`src/rtl/icevga_pkg.sv`:
```
// ============================================================================
// Module      : icevga_pkg
// Description : Shared types and widths for the icevga VRAM host paths.
// Revision    : 1.0 - initial release
// ============================================================================
`default_nettype none

package icevga_pkg;

   localparam int VRAM_AW = 13;
   localparam int VRAM_DW = 8;
   localparam int HOST_AW = 11;
   localparam int BANK_W  = 2;

   typedef enum logic [2:0] {
      IDLE      = 3'd0,
      WAIT_SLOT = 3'd1,
      ISSUE     = 3'd2,
      CAPTURE   = 3'd3,
      DRIVE     = 3'd4
   } rdState_t;

endpackage

`default_nettype wire

```
`src/rtl/sync2.sv`:
```
// ============================================================================
// Module      : sync2
// Description : Two-flop synchronizer, parameterizable width and reset value.
// Revision    : 1.0 - initial release
// ============================================================================
`default_nettype none

module sync2 #(
   parameter int               WIDTH     = 1,
   parameter logic [WIDTH-1:0] RESET_VAL = '0
) (
   input  logic             clk,
   input  logic             rst,
   input  logic [WIDTH-1:0] i_d,
   output logic [WIDTH-1:0] o_q
);

   logic [WIDTH-1:0] r_meta;
   logic [WIDTH-1:0] r_sync;

   always_ff @(posedge clk) begin
      if (rst) begin
         r_meta <= RESET_VAL;
         r_sync <= RESET_VAL;
      end else begin
         r_meta <= i_d;
         r_sync <= r_meta;
      end
   end

   assign o_q = r_sync;

endmodule

`default_nettype wire

```
`src/rtl/host_readback.sv`:
```
// ============================================================================
// Module      : host_readback
// Description : Host VRAM read responder; borrows a free display read slot,
//               captures the byte and drives it until the host ends the cycle.
//               Option macro READBACK_FORCE_STEAL_EN: steal the slot after
//               MAX_WAIT cycles of display contention.
// Revision    : 1.0 - initial release
// ============================================================================
`default_nettype none

module host_readback
   import icevga_pkg::*;
#(
   parameter int MAX_WAIT = 64
) (
   input  logic               clk,
   input  logic               rst,
   input  logic [HOST_AW-1:0] hostBusAddr,
   input  logic [BANK_W-1:0]  bank,
   input  logic               nHostRMEM,
   input  logic               nHostVRAMEn,
   input  logic               displayBusy,
   output logic               vramRdSel,
   output logic [VRAM_AW-1:0] vramRdAddr,
   input  logic [VRAM_DW-1:0] vramRdData,
   output logic [VRAM_DW-1:0] hostRdData,
   output logic               hostRdOE,
   output logic               hostBusDir,
   output logic               forcedSteal
);

   logic [1:0]         w_strobeS;
   logic               w_rdSelS;
   logic               w_forceNow;
   logic               r_rdSelSPrev;
   rdState_t           r_state;
   logic               r_vramRdSel;
   logic [VRAM_AW-1:0] r_vramRdAddr;
   logic [VRAM_DW-1:0] r_hostRdData;
   logic               r_hostRdOE;
   logic               r_hostBusDir;
   logic               r_forcedSteal;

   // Both strobes idle high, so "not selected" is the reset value.
   sync2 #(
      .WIDTH     (2),
      .RESET_VAL (2'b11)
   ) u_strobeSync (
      .clk (clk),
      .rst (rst),
      .i_d ({nHostRMEM, nHostVRAMEn}),
      .o_q (w_strobeS)
   );

   assign w_rdSelS = ~|w_strobeS;

`ifdef READBACK_FORCE_STEAL_EN
   localparam int               c_CNT_W     = $clog2(MAX_WAIT + 1);
   localparam logic [c_CNT_W-1:0] c_WAIT_LAST = c_CNT_W'(MAX_WAIT - 1);

   logic [c_CNT_W-1:0] r_waitCnt;

   always_ff @(posedge clk) begin
      if (rst || r_state != WAIT_SLOT) begin
         r_waitCnt <= '0;
      end else begin
         r_waitCnt <= r_waitCnt + 1'b1;
      end
   end

   assign w_forceNow = (r_waitCnt == c_WAIT_LAST);
`else
   // MAX_WAIT only matters with the steal option; this is constant false.
   assign w_forceNow = (MAX_WAIT < 0);
`endif

   always_ff @(posedge clk) begin
      if (rst) begin
         r_state       <= IDLE;
         r_rdSelSPrev  <= 1'b0;
         r_vramRdSel   <= 1'b0;
         r_vramRdAddr  <= '0;
         r_hostRdData  <= '0;
         r_hostRdOE    <= 1'b0;
         r_hostBusDir  <= 1'b1;
         r_forcedSteal <= 1'b0;
      end else begin
         r_rdSelSPrev  <= w_rdSelS;
         r_vramRdSel   <= 1'b0;
         r_forcedSteal <= 1'b0;
         case (r_state)
            IDLE: begin
               r_hostRdOE   <= 1'b0;
               r_hostBusDir <= 1'b1;
               if (w_rdSelS && !r_rdSelSPrev) begin
                  r_vramRdAddr <= {bank, hostBusAddr};
                  r_state      <= WAIT_SLOT;
               end
            end
            WAIT_SLOT: begin
               if (!w_rdSelS) begin
                  r_state <= IDLE;
               end else if (!displayBusy || w_forceNow) begin
                  r_state       <= ISSUE;
                  r_vramRdSel   <= 1'b1;
                  r_forcedSteal <= displayBusy & w_forceNow;
               end
            end
            ISSUE: begin
               r_state <= w_rdSelS ? CAPTURE : IDLE;
            end
            CAPTURE: begin
               if (!w_rdSelS) begin
                  r_state <= IDLE;
               end else begin
                  r_hostRdData <= vramRdData;
                  r_hostBusDir <= 1'b0;
                  r_state      <= DRIVE;
               end
            end
            DRIVE: begin
               // OE lags direction by one cycle for transceiver turnaround.
               if (!w_rdSelS) begin
                  r_hostRdOE   <= 1'b0;
                  r_hostBusDir <= 1'b1;
                  r_state      <= IDLE;
               end else begin
                  r_hostRdOE <= 1'b1;
               end
            end
            default: begin
               r_state <= IDLE;
            end
         endcase
      end
   end

   assign vramRdSel   = r_vramRdSel;
   assign vramRdAddr  = r_vramRdAddr;
   assign hostRdData  = r_hostRdData;
   assign hostRdOE    = r_hostRdOE;
   assign hostBusDir  = r_hostBusDir;
   assign forcedSteal = r_forcedSteal;

endmodule

`default_nettype wire

```
`config.mk`:
```
export PLATFORM = sky130hd
export DESIGN_NAME = host_readback
export DESIGN_NICKNAME = d
export VERILOG_FILES = /design/src/rtl/icevga_pkg.sv /design/src/rtl/sync2.sv /design/src/rtl/host_readback.sv
export SDC_FILE = /design/constraint.sdc
export NUM_CORES = 1
export LEC_CHECK = 0
export BUFFER_PORTS_ARGS = -buffer_cell sky130_fd_sc_hd__buf_2
export CAP_MARGIN = 10
export CORE_AREA = 2 2 55 57
export CTS_CLUSTER_SIZE = 24
export DETAILED_ROUTE_END_ITERATION = 12
export DIE_AREA = 0 0 57 59
export PLACE_DENSITY = 0.8
export SETUP_SLACK_MARGIN = 0.5
export SLEW_MARGIN = 40
export SYNTH_ARGS = -nofsm -noshare
export SYNTH_HDL_FRONTEND = slang
export SYNTH_SLANG_ARGS = --single-unit
```
`constraint.sdc`:
```
create_clock -name clk -period 2.21 [get_ports clk]
set_input_delay 0.1105 -clock clk [delete_from_list [all_inputs] [get_ports clk]]
set_output_delay 0.1105 -clock clk [all_outputs]
set_load 0.1 [all_outputs]
```
==> results, run 1 <==
- The static power due to leakage is 0.712 nW.
- Synthesis produced a netlist with a net count of 164.
- The startpoint kind of the worst setup timing path is a flop.
- By area the synthesized netlist is led by dfxtp_1, nand2b_1, mux2i_1, or2_2, buf_12.
- The number of port buffers is 49.
- The maximum cell stage delay along the critical path is 0.48 ns.
- The highest-delay cell along the critical path is and3_1.
- The detail route stage leaves a number of antenna-violating nets equal to 0.
- Registers take 641 um2.
- The CTS H-tree depth is 2.
- The cell taking the most area after synthesis is dfxtp_1.
- The clock latency of the later-clocked register in the worst-skew pair is 0.32 ns.
- The row count is 19.
- The final count of pins violating max slew is 0.
- The largest net degree at the start of global routing is 50.
- The number of top-level design ports is 51.
- The number of global-route vias before repair came to 1,046.
- For this run, design rule violations remaining after detail routing come to 0.
- The region available for standard cell placement spans 0.00271 mm2.
- TritonCTS built the clock tree.
- Clock skew on the completed layout was measured at 0.00858 ns.
- After synthesis the cells add up to 0.00137 mm2.
- The maximum number of buffers from clock root to sink is 2.
- Along the worst path, the maximum fanout reaches 8.
- The mean cell area of the mapped netlist is 9.92 um2.
- Setup violations remaining at the end of the flow were counted as 0.
- The filler cell count in the final layout is 248.
- The analysis attributes to net switching a power of 0.219 mW.
- In the layout the commonest cells are buf_2, nand2b_1, dfxtp_1.
- The path type of the worst setup path is reg2reg.
- The count of final hold-check violations is 0.
- The post-cts resize count is 0.
- The gate family responsible for the most delay along the worst path is simple AND/OR/NAND/NOR gates.
- The die covers 0.00336 mm2.
- The transition time at the pin with the least slew margin is 0.556 ns.
- At the worst endpoint, the arrival time is 1.69 ns.
- Counting tap cells, the placed design contains a total of 209 instances.
- Relative to the synthesized area, the layout overhead comes to 21.8%.
- The kind of capture point of the worst setup path is a flop.
- Summed over all nets, the half-perimeter wirelength after detailed placement is 1830 um.
- Setup repair after global routing left no endpoint under its margin.
- The internal portion of the total power is 0.738 mW.
- The portion of total power attributed to combinational logic is 0.088.
- The buffer and inverter count on the worst path is 0.
- The first global-routing pass estimated 4280 um of wire.
- Leaving out fill and tap cells, the most frequent cell in the layout is buf_2.
- The number of buffers created by CTS is 5.
- The post-route minimum period is 1.45 ns.
- The run finished with clean final reports.
- The number of antenna violations at the first check in global routing is 0.
- For the worst flop-to-flop path, the logic depth is 3.
- The peak ir drop on the vdd network is 0.501 mV.
- The tree is rooted in a clkbuf_4.
- Clock-pin slew was measured on the worst setup and hold paths at 0.09 ns.
- Of the post-synthesis cell area, the dominant cell type holds 0.468.
- The floorplan die height is 59 um.
- Adding up every negative setup slack in the final design gives 0 ns.
- In the routed layout, each cell is associated on average with a via count of 4.80.
- The tool flagged a number of max-cap violations equal to 0.
- The synthesized netlist contains 25 unique library cells.
- The share of cells above drive strength 1 is 0.324.
- At the end of the flow the core is filled with cells to 0.615.
- The total iterations of the first detailed-routing run is 4.
- The final weighted congestion in routability-driven placement is 0.812.
- The area of the multi-input gates is 647 um2.
- The cell depth of the worst hold path is 3.
- The number of antenna diodes in the final layout is 0.
- The relative contribution of sequential cells to total power is 0.609.
- The total length of routed wires is 2530 um.
- Synthesis produced 138 cells.
- The DRC violation total after the first TritonRoute iteration is 28.
- For the worst setup path, the data required time is 2.45 ns.
- The non-filler instance count after layout is 219.
- Summed over all layers, the global routing overflow is 0.
- The number of clock sinks is 32.
- The share of the cycle needed by the critical path after routing is 0.657.
- For this run, the post-layout net count is 214.
- The proportion of synthesized chip area in sequential cells is 0.468.
- The critical path goes through nor2b_2 -> and3_1 -> mux2i_1.
- The die outline width is 57 um.
- The via count is 1,051.
- The worst relative slew slack is 0.630.
- After detailed routing, the average wire length per cell comes to 11.6 um.
- The yosys synthesis warning count is 0.
- In this run, synthesis produced a sequential element count of 32.
- The share of power burned in the clock network is 0.303.
- The worst hold path belongs to the class in2reg.
- The total routing resource utilization after global routing is 0.165.
- Of the total power, the share spent switching nets is 0.229.
- The total power per unit cell area is 575 mW/mm2.
- The logic depth of the worst setup path including buffers is 3.
- The initial utilization of the core area, before any placement, comes to 0.505.
- The peak clock frequency supported by timing is 0.689 GHz.
[registers in the layout, summed over array words and instances (netlist names)]
name                 count
hostBusDir               1
hostRdData               8
vramRdSel                1
r_state                  3
vramRdAddr              13
u_strobeSync.o_q         2
u_strobeSync.r_meta      2
hostRdOE                 1
r_rdSelSPrev             1
[synthesized netlist by cell type]
cell type,count
or2_2,4
buf_6,1
conb_1,1
a221o_1,1
nand2b_1,43
buf_12,1
a2bb2oi_1,1
mux2i_1,21
clkbuf_1,5
a21oi_1,3
nor3_1,2
buf_2,1
nor2b_2,1
o21ai_0,1
nor3b_1,2
a21o_1,1
buf_4,2
dfxtp_1,32
and3_1,2
nand2_1,3
nand3_1,1
inv_1,3
nor2_1,4
or3_1,1
nor4b_1,1
[through the flow]
stage | hold WS (ns) | worst slack (ns) | instance area, um2 | power (mW)
2_1_floorplan | 0.188 | 0.863 | 1370 | 0.653
3_3_place_gp | 0.295 | 0.863 | 1590 | 0.675
3_5_place_dp | 0.299 | 0.789 | 1590 | 0.678
4_1_cts | 0.0309 | 0.752 | 1670 | 0.973
5_1_grt | 0.0447 | 0.623 | 1670 | 1.00
6_report | 0.0460 | 0.758 | 1670 | 0.958
[cells by family after synthesis]
| kind of cell | after synthesis | share of synthesized area |
|---|---|---|
| AOI/OAI and AO/OA | 7 | 0.0338 |
| buffers and inverters | 13 | 0.0594 |
| DFF | 32 | 0.468 |
| muxes | 21 | 0.154 |
| other | 1 | 0.00274 |
| and+or+nand+nor | 64 | 0.282 |
[metal layers]
| layer | track usage | up-vias | share of wire | wire [um] |
|---|---|---|---|---|
| met1 | 0.184 | 463 | 0.43 | 1090 |
| met3 | 0.0459 | 2 | 0.077 | 195 |
| met5 | 0 | - | 0 | 0 |
| met2 | 0.292 | 46 | 0.49 | 1230 |
| li1 | - | 540 | - | - |
| met4 | 0.0797 | 0 | 0.0063 | 16 |
[tightest hold or removal path: stages]
cell	delay, ns
buf_2	0.10
nand2b_1	0.06
mux2i_1	0.06
[final cells by class]
class,count,area share
clock buffers,6,0.0248
clock inverters,1,0.00300
inverters,3,0.00676
multi-input cells,93,0.388
flip-flops and latches,32,0.384
well taps,31,0.0233
repair buffers,53,0.170
[worst paths after layout]
check	endpoint	slack (ns)	startpoint
worst min-delay path	vramRdAddr[6]	0.05	hostBusAddr[6]
worst max-delay path	hostRdData[4]	0.76	r_state[0]
worst min register to register	u_strobeSync.o_q[1]	0.42	u_strobeSync.r_meta[1]
worst max register to register	hostRdData[4]	0.76	r_state[0]
[what timing repair did]
| action | in CTS | in global routing |
|---|---|---|
| setup buffers | 0 | 0 |
| hold buffers | 3 | 0 |
| hold endpoints to repair | 3 | 0 |
[power groups by stage]
stage / logic, mW / clock network [mW] / registers [mW]
after global routing: 0.0923 / 0.326 / 0.584
after floorplan: 0.0431 / 0 / 0.609
after global placement: 0.0784 / 0 / 0.597
after detailed placement: 0.0815 / 0 / 0.597
final: 0.0845 / 0.290 / 0.583
after CTS: 0.0855 / 0.304 / 0.583
No activity file was read; power rests on OpenSTA's default activity.
==> run 2, diff against run 1 <==
CORE_AREA = 2 2 60 62   (was 2 2 55 57)
DIE_AREA = 0 0 62 64   (was 0 0 57 59)
PLACE_DENSITY = 0.72   (was 0.8)
clock period = 1.2 ns   (was 2.21 ns; I/O delays follow)
==> run 2 against run 1 <==
Compared with the run above: routed wire length grew 66%; combinational power rose to 2.9 times the previous value; die area increased by 18%; largest power group unchanged; register-to-register slack lost 0.71 ns; fmax is 26% higher; hold slack got worse by 0.095 ns; the run now ends with hold timing left; sequential cell count is the same; clock skew fell by 0.0024 ns; total power rose by 95%; design area is 57% higher.
==> results, run 2 (synthesis gave the netlist of run 1 again) <==
- The flow ran to the end, but the final reports show violations.
- The checks that failed: hold timing.
- The data required time at the worst endpoint is 1.44 ns.
- Once layout is complete, the cells apart from fillers number 278.
- The clock tree from TritonCTS is built.
- The final weighted congestion in routability-driven placement is 0.651.
- For the final routed database, the setup TNS stands at 0 ns.
- The region available for standard cell placement spans 0.00328 mm2.
- Power comes to 1.87 mW.
- The maximum fanout along the worst path is 6.
- The die is 64 um tall.
- The number of cells on the worst reg-to-reg path is 4.
- After detailed routing, the total wire length is 4210 um.
- Subtracting the final worst setup slack from the clock period gives 1.15 ns.
- The max capacitance violation total is 0.
- In this run the critical register-to-register path is captured at vramRdAddr[3].
- After the last flow step, the layout net total stands at 258.
- Detailed placement finished with a half-perimeter wire length of 2000 um.
- The first global-routing pass estimated 6000 um of wire.
- In this run the worst hold path is classified as in2reg.
- Across all hold checks on the routed design, the worst slack comes to -0.0492 ns.
- The longest clock path from root to sink contains 2 buffers.
- Clock skew on the completed layout was measured at 0.00621 ns.
- The filler cell count in the final layout is 163.
- Setup repair after global routing could not meet its margin everywhere.
- Across the whole layout, storage elements account for 697 um2.
- The clock latency of the later-clocked register in the worst-skew pair is 0.33 ns.
- In the final layout, the share of cells above drive strength 1 is 0.560.
- In this run the count of I/O pins placed on the die edge is 51.
- Leaving out fill and tap cells, the most frequent cells in the layout are nand2b_1, buf_12, buf_2.
- In this run the most critical hold path is launched from displayBusy.
- The total routing resource utilization after global routing is 0.212.
- The detail route stage leaves a number of antenna-violating nets equal to 0.
- The register with the most flip-flops in the layout has 13 of them.
- The path type of the worst setup path is reg2reg.
- The worst reg2reg path startpoint is u_strobeSync.o_q[1].
- The kind of capture point of the worst setup path is a flop.
- The number of placed instances, taps included, is 228.
- The antenna diode count is 0.
- After detailed routing, the number of vias per cell comes to 4.65.
- The cell depth of the worst hold path is 2.
- The number of antenna violations at the first check in global routing was 0.
- The die covers 0.00397 mm2.
- The number of buffers created by CTS is 5.
- The DRC violation total after the first TritonRoute iteration is 57.
- For this design, the sink count on the clock tree is 32.
- The peak ir drop on the vdd network is 0.542 mV.
- The reg-to-reg setup timing slack is 0.05 ns.
- The final count of pins violating max slew is 0.
- The detailed router placed 1,293 vias in this run.
- After floorplanning, the core was divided into 21 placement rows.
- The number of port buffers is 49.
- The average wire length per cell after detail routing is 15.1 um.
- Compared with the post-synthesis result, the final layout area differs by 91.4%.
- Before antenna repair, the detailed router went through 4 iterations.
- The largest net degree at the start of global routing is 27.
- The number of design rule violations left after detail routing is 0.
- The remaining global-route overflow is 0.
- The share of the cycle needed by the critical path after routing is 0.960.
- Clock tree synthesis selected as its root buffer the cell clkbuf_4.
- Summing all multi-input logic gate instances after layout gives 734 um2.
- The static power due to leakage is 1.04 nW.
- The count of final hold-check violations is 1.
- The capture endpoint of the worst hold path is vramRdSel.
- In this run, post-CTS hold repair placed 23 buffers.
- The critical path arrival is 1.40 ns.
- The number of global-route vias before repair is 1,342.
- The clock slew at the register clock pins of the worst setup and hold paths is 0.09 ns.
- The total setup violations reported at the end of the flow is 0.
- The leading cell type in the layout, fill and taps excluded is nand2b_1.
- The startpoint kind of the worst setup timing path is a flop.
- In this run the power density over the cells is 712 mW/mm2.
- The die outline width is 62 um.
- The peak clock frequency supported by timing is 0.868 GHz.
- The initial standard-cell utilization of the core is 0.417.
- In this run the number of H-tree levels came out at 2.
[run 2: cell count changes in the layout (fill, tap and decap cells not counted), sizes merged]
cell	change
buf	+23
clkbuf	+1
dlygate4sd3	+20
[run 2: layout make-up]
class / instances / share of cell area
multi-input cells: 93 / 0.280
repair buffers: 97 / 0.410
clock inverters: 1 / 0.00191
clock buffers: 6 / 0.0158
inverters: 3 / 0.00430
well taps: 46 / 0.0220
flip-flops and latches: 32 / 0.266
[run 2: per-stage QoR]
step | util | setup WS [ns] | area, um2
floorplan | - | 0.119 | 1470
global placement | 0.529 | 0.0883 | 1740
detailed placement | 0.529 | 0.0248 | 1740
CTS | 0.768 | 0.0761 | 2520
global route | 0.798 | -0.0226 | 2620
finish | 0.798 | 0.0483 | 2620
[run 2: power by group]
part	internal, mW	switching, mW
clock	0.215	0.341
combinational	0.141	0.108
sequential	1.05	0.00752
[run 2: worst max-delay path, stage by stage (launching register included)]
cell and delay (ns):
dfxtp_2 0.34, nor2_4 0.14, and3_4 0.23, clkbuf_16 0.16, mux2i_1 0.20
[run 2: how the worst max path moves through the flow]
| stage | start | end | slack [ns] |
|---|---|---|---|
| 6_report | u_strobeSync.o_q[1] | vramRdAddr[3] | 0.05 |
| 5_1_grt | r_state[2] | vramRdAddr[3] | -0.02 |
| 4_1_cts | u_strobeSync.o_q[1] | vramRdAddr[5] | 0.08 |
| 3_5_place_dp | r_state[0] | hostRdData[1] | 0.02 |
| 3_3_place_gp | r_state[0] | hostRdData[5] | 0.09 |
| 2_1_floorplan | u_strobeSync.o_q[0] | vramRdAddr[10] | 0.12 |
[run 2: timing repair]
| action | CTS | global route |
|---|---|---|
| buffers inserted | 15 | 4 |
| gates resized for setup | 106 | 14 |
| pin swaps | 2 | 5 |
| endpoints found under the setup margin | 52 | 52 |
| gates cloned | 0 | 1 |
| hold endpoints to repair | 24 | 1 |
[run 2: metal layers]
layer / track usage / up-vias / wire length, um
met1: 0.207 / 593 / 1570
met5: 0 / - / 0
met4: 0.0718 / 0 / 111
met3: 0.0810 / 11 / 228
li1: - / 633 / -
met2: 0.389 / 56 / 2300
==> run 3, diff against run 2 <==
CORE_AREA = 2 2 71 73   (was 2 2 60 62)
DIE_AREA = 0 0 73 75   (was 0 0 62 64)
PLACE_DENSITY = unset   (was 0.72)
==> run 3 against run 2 <==
Compared with the run above: the flow still finishes with violations (hold timing); critical endpoint is now vramRdAddr[7]; routed wire length decreased by 27%; sequential cell count unchanged; design area decreased by 7.9%; die area increased by 38%; total power increased by 12%; sequential share of layout area increased by 1.9 points; combinational power decreased by 28%; fmax increased by 3.0%; core utilization decreased by 28 points.
==> results, run 3 (synthesis gave the netlist of run 1 again) <==
- The summed negative setup slack over all endpoints is 0 ns.
- The type of the worst min-delay path is in2reg.
- The total power of the final layout is 2.09 mW.
- After clock tree synthesis, the clock-pin slew on the worst setup and hold paths is 0.06 ns.
- Global routing finished with a remaining overflow of 0.
- During I/O placement, the number of pins put on the boundary was 51.
- The static power due to leakage is 0.926 nW.
- By startpoint and endpoint, the worst setup path is classified as reg2reg.
- The end of the worst register-to-register path is vramRdAddr[7].
- The checks that failed: hold timing.
- The number of flip-flops under the largest register name is 13.
- The share of cells above drive strength 1 is 0.608.
- The capture endpoint of the worst hold path is u_strobeSync.r_meta[1].
- The number of global-route vias before repair is 1,159.
- Row generation in the floorplan step produced 25 rows.
- Counting cells, the worst reg-to-reg path comes to 4.
- The initial standard-cell utilization of the core is 0.294.
- Between clock sinks in the finished design, the worst skew comes to 0.00129 ns.
- Along the worst hold path, the cell count comes to 2.
- The floorplan step defined a die boundary enclosing 0.00548 mm2.
- The smallest clock period supported by the final layout is computed as 1.12 ns.
- The utilization after layout is 0.518.
- The total setup violations reported at the end of the flow is 0.
- The total iterations of the first detailed-routing run is 4.
- The worst hold path begins at nHostRMEM.
- The final count of pins violating max slew is 0.
- The clock passes through at most 2 buffers.
- The worst setup path is captured at a flop.
- At the end of routability-driven placement, the weighted congestion stood at 0.788.
- The flow ran to the end, but the final reports show violations.
- The first routing iteration left 20 violations.
- Once detailed placement completed, the half-perimeter wirelength came to 1870 um.
- The reg-to-reg setup timing slack is 0.08 ns.
- The count of final hold-check violations is 2.
- The number of antenna-violating nets in the routed design is 0.
- The CTS H-tree depth is 2.
- The number of antenna diodes in the final layout is 0.
- The worst hold-check slack is -0.0323 ns.
- The via count is 1,120.
- The clock tree from TritonCTS is built.
- In the final routed layout, each cell accounts on average for 12.0 um.
- The wire length of the first global-routing pass is 5110 um.
- The placeable core region is 0.00466 mm2.
- Across every metal layer, demand over resource in global routing totals 0.123.
- The worst reg2reg path startpoint is u_strobeSync.o_q[0].
- In the layout the commonest cells are nand2b_1, buf_12, dfxtp_2, buf_2, mux2i_1.
- In this run the worst path has a maximum fanout of 5.
- The non-filler instance count after layout is 258.
- For the worst setup path, the data required time is 1.41 ns.
- Setup repair after global routing could not meet its margin everywhere.
- The number of design rule violations left after detail routing is 0.
- The share of the cycle needed by the critical path after routing is 0.932.
- The floorplan step set the die height to 75 um.
- The total power per unit cell area is 867 mW/mm2.
- The peak clock frequency supported by timing is 0.894 GHz.
- The worst-case IR drop observed on VDD is 0.469 mV.
- The leading cell type in the layout, fill and taps excluded is nand2b_1.
- The number of buffers created by CTS is 5.
- The number of clock sinks is 32.
- The number of antenna violations at the first check in global routing came to 0.
- The synthesis-to-layout area growth is 76.2%.
- The clock latency of the later-clocked register in the worst-skew pair is 0.28 ns.
- The number of port buffers is 49.
- The critical path arrival is 1.33 ns.
- The final layout contains routed wiring with a total length of 3090 um.
- The post-detailed-route via-to-cell ratio is 4.34.
- STA classifies the critical path startpoint as a flop.
- Entering global routing, the biggest net connects 36 pins.
- The clock root buffer master is clkbuf_8.
- The tool flagged a number of max-cap violations equal to 0.
- The count of nets after finishing is 229.
- From left edge to right edge, the die measures 73 um.
- The total placed cells including tap cells is 238.
## run 3: cell count changes in the layout (fill, tap and decap cells not counted), sizes merged
cell and delta:
clkinv -1, clkbuf +2, buf -6, dlygate4sd3 -23
## run 3: report_power, final
| group | leakage, nW | internal, mW | switching [mW] | total (mW) |
|---|---|---|---|---|
| clock | 0.0455 | 0.467 | 0.375 | 0.842 |
| sequential | 0.272 | 1.06 | 0.00739 | 1.07 |
| combinational | 0.608 | 0.0917 | 0.0870 | 0.179 |
## run 3: worst max-delay path, cell delays in order (launching register included)
cell	delay, ns
dfxtp_2	0.33
nor2_4	0.15
and3_4	0.24
clkbuf_16	0.16
mux2i_1	0.17
## run 3: timing repair
action                     in CTS  in global routing
gates resized for setup       110                  8
setup endpoints to repair      52                 52
hold endpoints to repair        3                  2
gates cloned                    0                  1
setup buffers                   4                  7
pin swaps                       4                  6
## run 3: routing by layer
metal	vias to the layer above	track usage	routed length, um
li1	575	-	-
met1	493	0.135	1270
met2	44	0.211	1530
met3	8	0.0428	222
met4	0	0.0617	63
met5	-	0	0
## run 3: per-stage QoR
stage | area (um2) | worst slack [ns]
after floorplan | 1470 | 0.119
after global placement | 1760 | 0.0378
after detailed placement | 1760 | 0.0312
after CTS | 2300 | 0.0849
after global routing | 2410 | 0.0223
final | 2410 | 0.0817
## run 3: how the worst max path moves through the flow
| stage | from | endpoint | slack, ns | cells after the start |
|---|---|---|---|---|
| detailed placement | r_state[1] | vramRdAddr[3] | 0.03 | 4 |
| global route | r_state[0] | hostRdData[6] | 0.02 | 4 |
| global placement | r_state[1] | vramRdAddr[8] | 0.04 | 4 |
| finish | u_strobeSync.o_q[0] | vramRdAddr[7] | 0.08 | 4 |
| CTS | u_strobeSync.o_q[1] | vramRdAddr[1] | 0.08 | 4 |
| floorplan | u_strobeSync.o_q[0] | vramRdAddr[10] | 0.12 | 5 |
## run 3: cell type report
cell class                 count  area, um2
tap                           54       67.6
sequential                    32        687
multi-input combinational     93        751
inverter                       3       11.3
clock buffer                   8       90.1
timing repair buffer          68        806
fill                         424       2250
